--- src/rtl/oh_util_pkg.sv ---
`default_nettype none
// ============================================================================
// Module      : oh_util_pkg
// Description : One-hot helpers shared by one-hot pointer consumers:
//               rotate-left of a one-hot pointer and AND-OR one-hot select.
//               Vectors are carried at OH_MAX_SIZE bits; callers size-cast
//               their narrower pointers in and out.
// Revision    : 1.0 - initial release
// ============================================================================
package oh_util_pkg;

    // Largest pointer/slot count the helpers support.
    localparam int OH_MAX_SIZE = 64;

    // Rotate a one-hot pointer left within its low 'size' bits:
    // {ptr[size-2:0], ptr[size-1]}. Bits at or above 'size' return zero.
    function automatic logic [OH_MAX_SIZE-1:0] oh_rotl(
        input logic [OH_MAX_SIZE-1:0] ptr,
        input int                     size
    );
        logic [OH_MAX_SIZE-1:0] v_rot;
        v_rot = '0;
        for (int i = 0; i < OH_MAX_SIZE - 1; i++) begin
            if (i + 1 < size) begin
                v_rot[i+1] = ptr[i];
            end
        end
        for (int i = 0; i < OH_MAX_SIZE; i++) begin
            if (i + 1 == size) begin
                v_rot[0] = ptr[i];
            end
        end
        return v_rot;
    endfunction

    // AND-OR select of one bit column: data[i] is the bit contributed by
    // slot i, sel is the one-hot slot select.
    function automatic logic oh_mux(
        input logic [OH_MAX_SIZE-1:0] sel,
        input logic [OH_MAX_SIZE-1:0] data
    );
        return |(sel & data);
    endfunction

endpackage
`default_nettype wire

--- src/rtl/oh_ptr_fifo_if.sv ---
`default_nettype none
// ============================================================================
// Module      : oh_ptr_fifo_if
// Description : Handshake and status bundle of the one-hot pointer FIFO.
//               master = producer/consumer side, slave = FIFO side.
// Revision    : 1.0 - initial release
// ============================================================================
interface oh_ptr_fifo_if #(
    parameter int DEPTH = 4,
    parameter int WIDTH = 32
);
    localparam int C_CNT_W = $clog2(DEPTH + 1);

    logic               flush;
    logic               push_valid;
    logic               push_ready;
    logic [WIDTH-1:0]   push_data;
    logic               pop_valid;
    logic               pop_ready;
    logic [WIDTH-1:0]   pop_data;
    logic [DEPTH-1:0]   wr_ptr;
    logic [DEPTH-1:0]   rd_ptr;
    logic [C_CNT_W-1:0] count;
    logic               full;
    logic               empty;

    modport master (
        output flush, push_valid, push_data, pop_ready,
        input  push_ready, pop_valid, pop_data, wr_ptr, rd_ptr, count, full, empty
    );

    modport slave (
        input  flush, push_valid, push_data, pop_ready,
        output push_ready, pop_valid, pop_data, wr_ptr, rd_ptr, count, full, empty
    );

endinterface
`default_nettype wire

--- src/rtl/oh_rotate_ptr.sv ---
`default_nettype none
// ============================================================================
// Module      : oh_rotate_ptr
// Description : Registered one-hot pointer. Resets or clears to bit 0 and
//               rotates left by one slot whenever i_adv is high.
// Revision    : 1.0 - initial release
// ============================================================================
module oh_rotate_ptr
    import oh_util_pkg::*;
#(
    parameter int SIZE = 4
) (
    input  wire logic            i_clk,
    input  wire logic            i_reset,
    input  wire logic            i_clear,
    input  wire logic            i_adv,
    output logic [SIZE-1:0]      o_ptr
);

    localparam logic [SIZE-1:0] C_PTR_INIT = SIZE'(1);

    logic [SIZE-1:0] r_ptr;

    // Pointer register: reset/clear win over advance.
    always_ff @(posedge i_clk) begin
        if (i_reset || i_clear) begin
            r_ptr <= C_PTR_INIT;
        end else if (i_adv) begin
            r_ptr <= SIZE'(oh_rotl(OH_MAX_SIZE'(r_ptr), SIZE));
        end
    end

    assign o_ptr = r_ptr;

endmodule
`default_nettype wire

--- src/rtl/oh_ptr_fifo.sv ---
`default_nettype none
// ============================================================================
// Module      : oh_ptr_fifo
// Description : In-order circular buffer addressed by rotating one-hot
//               write/read pointers, with occupancy count and valid/ready
//               handshakes. Head data is an AND-OR select of the array by
//               the read pointer, so there is no fall-through from push.
// Revision    : 1.0 - initial release
// ============================================================================
module oh_ptr_fifo
    import oh_util_pkg::*;
#(
    parameter int DEPTH = 4,
    parameter int WIDTH = 32
) (
    input  wire logic       i_clk,
    input  wire logic       i_reset,
    oh_ptr_fifo_if.slave    bus
);

    localparam int                 C_CNT_W = $clog2(DEPTH + 1);
    localparam logic [C_CNT_W-1:0] C_FULL  = C_CNT_W'(DEPTH);
    localparam logic [C_CNT_W-1:0] C_ONE   = C_CNT_W'(1);

    logic [C_CNT_W-1:0] r_count;
    logic [WIDTH-1:0]   r_mem [DEPTH];
    logic [DEPTH-1:0]   w_wr_ptr;
    logic [DEPTH-1:0]   w_rd_ptr;
    logic               w_full;
    logic               w_empty;
    logic               w_push_fire;
    logic               w_pop_fire;
    logic               w_discard;
    logic [WIDTH-1:0]   w_pop_data;

    // Status comes only from the count register, so ready/valid never
    // depend combinationally on the other side's handshake inputs.
    assign w_full      = (r_count == C_FULL);
    assign w_empty     = (r_count == '0);
    assign w_push_fire = bus.push_valid && !w_full;
    assign w_pop_fire  = bus.pop_ready && !w_empty;
    // A handshake in a reset or flush cycle is dropped entirely.
    assign w_discard   = i_reset || bus.flush;

    oh_rotate_ptr #(.SIZE(DEPTH)) u_wr_ptr (
        .i_clk   (i_clk),
        .i_reset (i_reset),
        .i_clear (bus.flush),
        .i_adv   (w_push_fire),
        .o_ptr   (w_wr_ptr)
    );

    oh_rotate_ptr #(.SIZE(DEPTH)) u_rd_ptr (
        .i_clk   (i_clk),
        .i_reset (i_reset),
        .i_clear (bus.flush),
        .i_adv   (w_pop_fire),
        .o_ptr   (w_rd_ptr)
    );

    // Occupancy: +1 on push only, -1 on pop only, else hold.
    always_ff @(posedge i_clk) begin
        if (w_discard) begin
            r_count <= '0;
        end else begin
            case ({w_push_fire, w_pop_fire})
                2'b10:   r_count <= r_count + C_ONE;
                2'b01:   r_count <= r_count - C_ONE;
                default: r_count <= r_count;
            endcase
        end
    end

    // Storage: each slot loads when a kept push targets it; no reset.
    for (genvar g = 0; g < DEPTH; g++) begin : g_slot
        always_ff @(posedge i_clk) begin
            if (w_push_fire && !w_discard && w_wr_ptr[g]) begin
                r_mem[g] <= bus.push_data;
            end
        end
    end

    // Head data: per-bit AND-OR of every slot masked by the read pointer.
    always_comb begin
        logic [OH_MAX_SIZE-1:0] v_col;
        w_pop_data = '0;
        for (int b = 0; b < WIDTH; b++) begin
            v_col = '0;
            for (int s = 0; s < DEPTH; s++) begin
                v_col[s] = r_mem[s][b];
            end
            w_pop_data[b] = oh_mux(OH_MAX_SIZE'(w_rd_ptr), v_col);
        end
    end

    assign bus.push_ready = !w_full;
    assign bus.pop_valid  = !w_empty;
    assign bus.pop_data   = w_pop_data;
    assign bus.wr_ptr     = w_wr_ptr;
    assign bus.rd_ptr     = w_rd_ptr;
    assign bus.count      = r_count;
    assign bus.full       = w_full;
    assign bus.empty      = w_empty;

endmodule
`default_nettype wire

--- src/flat_wrapper.sv ---
// flat-port wrapper written by rule: the top's interface ports become plain ports
module oh_ptr_fifo_flat import oh_util_pkg::*;
#(
    parameter int DEPTH = 4,
    parameter int WIDTH = 32
)
  (i_clk, i_reset, bus_flush, bus_push_valid, bus_push_data, bus_pop_ready, bus_push_ready, bus_pop_valid, bus_pop_data, bus_wr_ptr, bus_rd_ptr, bus_count, bus_full, bus_empty);
  oh_ptr_fifo_if #(.DEPTH(DEPTH), .WIDTH(WIDTH)) bus_i ();
  input  wire logic i_clk;
  input  wire logic i_reset;
  input wire logic [$bits(bus_i.flush)-1:0] bus_flush;
  input wire logic [$bits(bus_i.push_valid)-1:0] bus_push_valid;
  input wire logic [$bits(bus_i.push_data)-1:0] bus_push_data;
  input wire logic [$bits(bus_i.pop_ready)-1:0] bus_pop_ready;
  output wire logic [$bits(bus_i.push_ready)-1:0] bus_push_ready;
  output wire logic [$bits(bus_i.pop_valid)-1:0] bus_pop_valid;
  output wire logic [$bits(bus_i.pop_data)-1:0] bus_pop_data;
  output wire logic [$bits(bus_i.wr_ptr)-1:0] bus_wr_ptr;
  output wire logic [$bits(bus_i.rd_ptr)-1:0] bus_rd_ptr;
  output wire logic [$bits(bus_i.count)-1:0] bus_count;
  output wire logic [$bits(bus_i.full)-1:0] bus_full;
  output wire logic [$bits(bus_i.empty)-1:0] bus_empty;
  assign bus_i.flush = bus_flush;
  assign bus_i.push_valid = bus_push_valid;
  assign bus_i.push_data = bus_push_data;
  assign bus_i.pop_ready = bus_pop_ready;
  assign bus_push_ready = bus_i.push_ready;
  assign bus_pop_valid = bus_i.pop_valid;
  assign bus_pop_data = bus_i.pop_data;
  assign bus_wr_ptr = bus_i.wr_ptr;
  assign bus_rd_ptr = bus_i.rd_ptr;
  assign bus_count = bus_i.count;
  assign bus_full = bus_i.full;
  assign bus_empty = bus_i.empty;
  oh_ptr_fifo #(.DEPTH(DEPTH), .WIDTH(WIDTH)) u_core (.i_clk(i_clk), .i_reset(i_reset), .bus(bus_i));
endmodule
--- config.mk ---
export PLATFORM = sky130hd
export DESIGN_NAME = oh_ptr_fifo_flat
export DESIGN_NICKNAME = d
export VERILOG_FILES = /design/src/rtl/oh_util_pkg.sv /design/src/rtl/oh_ptr_fifo_if.sv /design/src/rtl/oh_rotate_ptr.sv /design/src/rtl/oh_ptr_fifo.sv /design/src/flat_wrapper.sv
export SDC_FILE = /design/constraint.sdc
export NUM_CORES = 1
export LEC_CHECK = 0
export BUFFER_PORTS_ARGS = -buffer_cell sky130_fd_sc_hd__buf_2
export CAP_MARGIN = 20
export CORE_ASPECT_RATIO = 1.2
export CORE_UTILIZATION = 50
export CTS_CLUSTER_DIAMETER = 120
export DETAILED_ROUTE_END_ITERATION = 16
export PLACE_DENSITY = 0.78
export SLEW_MARGIN = 20
export SYNTH_ARGS = -nofsm -noshare
export SYNTH_HDL_FRONTEND = slang
export SYNTH_SLANG_ARGS = --single-unit
--- constraint.sdc ---
create_clock -name i_clk -period 5.3 [get_ports i_clk]
set_clock_uncertainty 0.15 [all_clocks]
set_input_delay 0.53 -clock i_clk [delete_from_list [all_inputs] [get_ports i_clk]]
set_output_delay 0.53 -clock i_clk [all_outputs]
set_load 0.01 [all_outputs]
==> reports/summary.json <==
{
  "status": "finished, final reports clean",
  "critical_path.top_delay_family": "flip-flops",
  "fmaxAchievable_ghz": 0.379,
  "via_per_inst": 5.50,
  "grt_use_met2": 0.325,
  "clk_root_buffer_cell": "clkbuf_16",
  "critPathCaptureType": "output pin",
  "static-leakage-power_nw": 2.24,
  "globalplace.congestion": 0.714,
  "grt_first_pass_wirelength_um": 14700,
  "yosys_warnings": 0,
  "coreArea_mm2": 0.00996,
  "timing_worst_slew_pin_value_ns": 0.833,
  "grt.overflow.total": 0,
  "io_buffer_count": 83,
  "postSynthAreaPerCell_um2": 16.6,
  "ys_seq_area_frac": 0.796,
  "clock_tree.buffer_depth": 2,
  "min_path_type": "input pin to flop",
  "synth_top_area_cell": "edfxtp_1",
  "netlist_area_mm2": 0.00510,
  "timing.setup.critical_path_class": "flop to output pin",
  "min_period_over_period": 0.497,
  "cts_post_setup_buffers_inserted": 0,
  "grt_setup_unrepaired": "false",
  "die_area_mm2": 0.0106,
  "number_of_buffers_created_by_cts": 17,
  "max-slew-margin-rel": 0.445,
  "worst_path_largest_cell_delay_ns": 0.77,
  "hold-path-cell-count": 1,
  "antenna-diode-count": 0,
  "flow.area_growth_from_synthesis_pct": 21.8,
  "count_of_unresolved_drc_violations_after_routing": 0,
  "fp.dieW_um": 94.2,
  "fp-row-count": 40,
  "worstPathRequired_ns": 4.62,
  "final-max-slew-violation-count": 0,
  "numClockSinks": 139,
  "dpl.hpwl_um": 5680,
  "post_route_cells_drive_above_1_share": 0.324,
  "holdBufCountCts": 0,
  "synth.ff_latch_count": 139,
  "post_cts.resized_instances": 0,
  "layout_min_cycle_time_ns": 2.64,
  "setup_viol_count_final": 0,
  "reg_clk_slew_reported_paths_ns": 0.06,
  "maximum_number_of_pins_on_one_net_before_global_route_repair": 33,
  "totalNegativeSetupSlack_ns": 0,
  "path_max_fanout": 20,
  "ir_drop_worst_vdd_mv": 0.240,
  "first_global_vias": 2998,
  "synth.top_cells.by_area": "edfxtp_1 75%, a22oi_1 9.4%, dfxtp_1 4.3%",
  "finalHoldWorstSlack_ns": 0.182,
  "hp-start": "bus_push_data[11]",
  "boundaryPins": 84,
  "timing.rr.start": "u_core.bus.count[2]$_SDFFE_PP0P_",
  "worst_skew_pair.late_latency_ns": 0.40,
  "initial_core_util": 0.512,
  "critical_path.startpoint_type": "flop",
  "whs_endpoint": "u_core.r_mem[3][11]$_DFFE_PP_",
  "post-synth-top-area-fraction": 0.753,
  "route.detailed.wl_per_inst_um": 18.1,
  "critical_path_arrival_ns": 1.96,
  "wl_um": 9660,
  "grt_antenna_before_repair": 0,
  "timing.max_cap.violations": 0,
  "worst-r2r-cell-count": 10,
  "ant_nets": 0,
  "final_ws_setup_ns": 2.66,
  "groute.layer.met1.usage": 0.221,
  "combined_buffer_and_inverter_count_along_the_critical_path": 2,
  "synthesis.instances": 307,
  "die_y_um": 113,
  "mappedNetlistNets": 346,
  "dr.first_iter.drc_count": 224,
  "tritoncts": "built",
  "first_pass_iters": 5,
  "grt_busiest_layer": "met2",
  "synthDistinctLibCells": 28,
  "worst_setup_path_startpoint": "u_core.u_rd_ptr.o_ptr[0]$_SDFFE_PP1P_",
  "finish.net_count": 433,
  "dpl_worst_slack_ns": 2.71,
  "setup_slack_on_the_worst_flop_to_flop_path_ns": 2.70,
  "cts_htree_levels": 4,
  "cp_slowest_cell": "dfxtp_1",
  "report.final.hold_viol_count": 0,
  "worst_r2r_endpoint": "u_core.bus.count[2]$_SDFFE_PP0P_",
  "vias": 2932,
  "grt_util_met3": 0.0644,
  "grtUsageTotal": 0.193,
  "cell_by_cell_trace_of_the_critical_path": "buf_4, a22oi_1, nand2_1, buf_2",
  "cellPowerDensity_mw_per_mm2": 394
}
[cells in the mapped netlist]
| library cell | count |
|---|---|
| nor3_1 | 1 |
| nand3_1 | 8 |
| buf_6 | 1 |
| inv_2 | 1 |
| dfxtp_1 | 11 |
| or3_1 | 2 |
| inv_1 | 5 |
| clkinv_8 | 1 |
| nand2_1 | 35 |
| nor2_4 | 1 |
| a21oi_1 | 3 |
| and3_1 | 4 |
| o21ai_2 | 3 |
| o31ai_4 | 1 |
| o21ai_0 | 1 |
| a21oi_2 | 3 |
| buf_1 | 1 |
| a22oi_1 | 64 |
| edfxtp_1 | 128 |
| fa_1 | 1 |
| clkbuf_1 | 17 |
| ha_1 | 1 |
| xor2_1 | 2 |
| or3b_1 | 1 |
| or2_1 | 1 |
| o21ai_1 | 4 |
| bufinv_8 | 1 |
| nor2_1 | 5 |
[cell type report]
type	count	area (µm²)
Clock buffer	17	425
Clock inverter	15	156
Fill cell	722	3750
Inverter	8	56.3
Multi-Input combinational cell	141	908
Sequential cell	139	4060
Tap cell	126	158
Timing Repair Buffer	87	445
[flip-flops by register name, indices dropped and copies added (netlist names)]
| register | count |
|---|---|
| u_core.u_wr_ptr.o_ptr | 4 |
| u_core.bus.count | 3 |
| u_core.r_mem | 128 |
| u_core.u_rd_ptr.o_ptr | 4 |
[logic make-up after synthesis]
logic type               Yosys count  synth area share
AO/OA/AOI/OAI                     79             0.116
flip-flops                       139             0.796
adder cells (fa/ha/maj)            2           0.00638
XOR/XNOR                           2           0.00343
AND/OR/NAND/NOR                   58            0.0508
buffers and inverters             27            0.0265
[stage by stage]
step / area [µm²] / total power, mW / cells / util
4_1_cts: 6210 / 2.46 / 533 / 0.624
2_1_floorplan: 5100 / 1.28 / 307 / -
6_report: 6210 / 2.45 / 533 / 0.624
5_1_grt: 6210 / 2.51 / 533 / 0.624
3_3_place_gp: 5630 / 1.32 / 501 / 0.565
3_5_place_dp: 5630 / 1.33 / 501 / 0.565
[worst reg2reg max path, delay by kind of cell, from the launching register on]
family          cells  cell delay (ns)
flops               1             0.43
simple gates        3             0.89
compound gates      1             0.13
fa+ha+maj           2             0.54
xor+xnor            1             0.15
buf+inv             3             0.23
[where the power goes]
group / total [mW] / internal, mW / switching [mW] / leakage (nW)
Sequential: 1.22 / 1.21 / 0.00759 / 1.25
Clock: 1.14 / 0.729 / 0.415 / 0.287
Combinational: 0.0871 / 0.0356 / 0.0515 / 0.705
Total: 2.45 / 1.98 / 0.474 / 2.24
[layout by cell type (no fill, tap or decap), types with 2 or more instances in the layout]
| cell | netlist | final |
|---|---|---|
| inv_1 | 5 | 5 |
| nand2_1 | 35 | 35 |
| nand3_1 | 8 | 8 |
| buf_2 | 0 | 83 |
| edfxtp_1 | 128 | 128 |
| a21oi_2 | 3 | 3 |
| o21ai_1 | 4 | 4 |
| clkbuf_16 | 0 | 17 |
| clkinv_1 | 0 | 2 |
| a22oi_1 | 64 | 64 |
| xor2_1 | 2 | 2 |
| or3_1 | 2 | 2 |
| and3_2 | 0 | 4 |
| dfxtp_1 | 11 | 11 |
| o21ai_2 | 3 | 3 |
| clkinvlp_4 | 0 | 2 |
| a21oi_1 | 3 | 3 |
| bufinv_16 | 0 | 3 |
| buf_4 | 0 | 4 |
| clkinv_2 | 0 | 7 |
| nor2_1 | 5 | 5 |
[worst max-delay path by stage]
stage          depth (start not counted)                          endpoint
2_1_floorplan                         11  u_core.bus.count[2]$_SDFFE_PP0P_
3_3_place_gp                          10  u_core.bus.count[2]$_SDFFE_PP0P_
3_5_place_dp                          10  u_core.bus.count[2]$_SDFFE_PP0P_
4_1_cts                                4                   bus_pop_data[4]
5_1_grt                               10  u_core.bus.count[2]$_SDFFE_PP0P_
6_report                               4                  bus_pop_data[17]
[metal layers]
metal / wire length, µm / vias to the layer above
met5: 0 / -
met4: 66 / 0
met3: 599 / 4
met2: 5190 / 105
met1: 3800 / 1443
li1: - / 1380
Power figures use the tool's default switching activity.
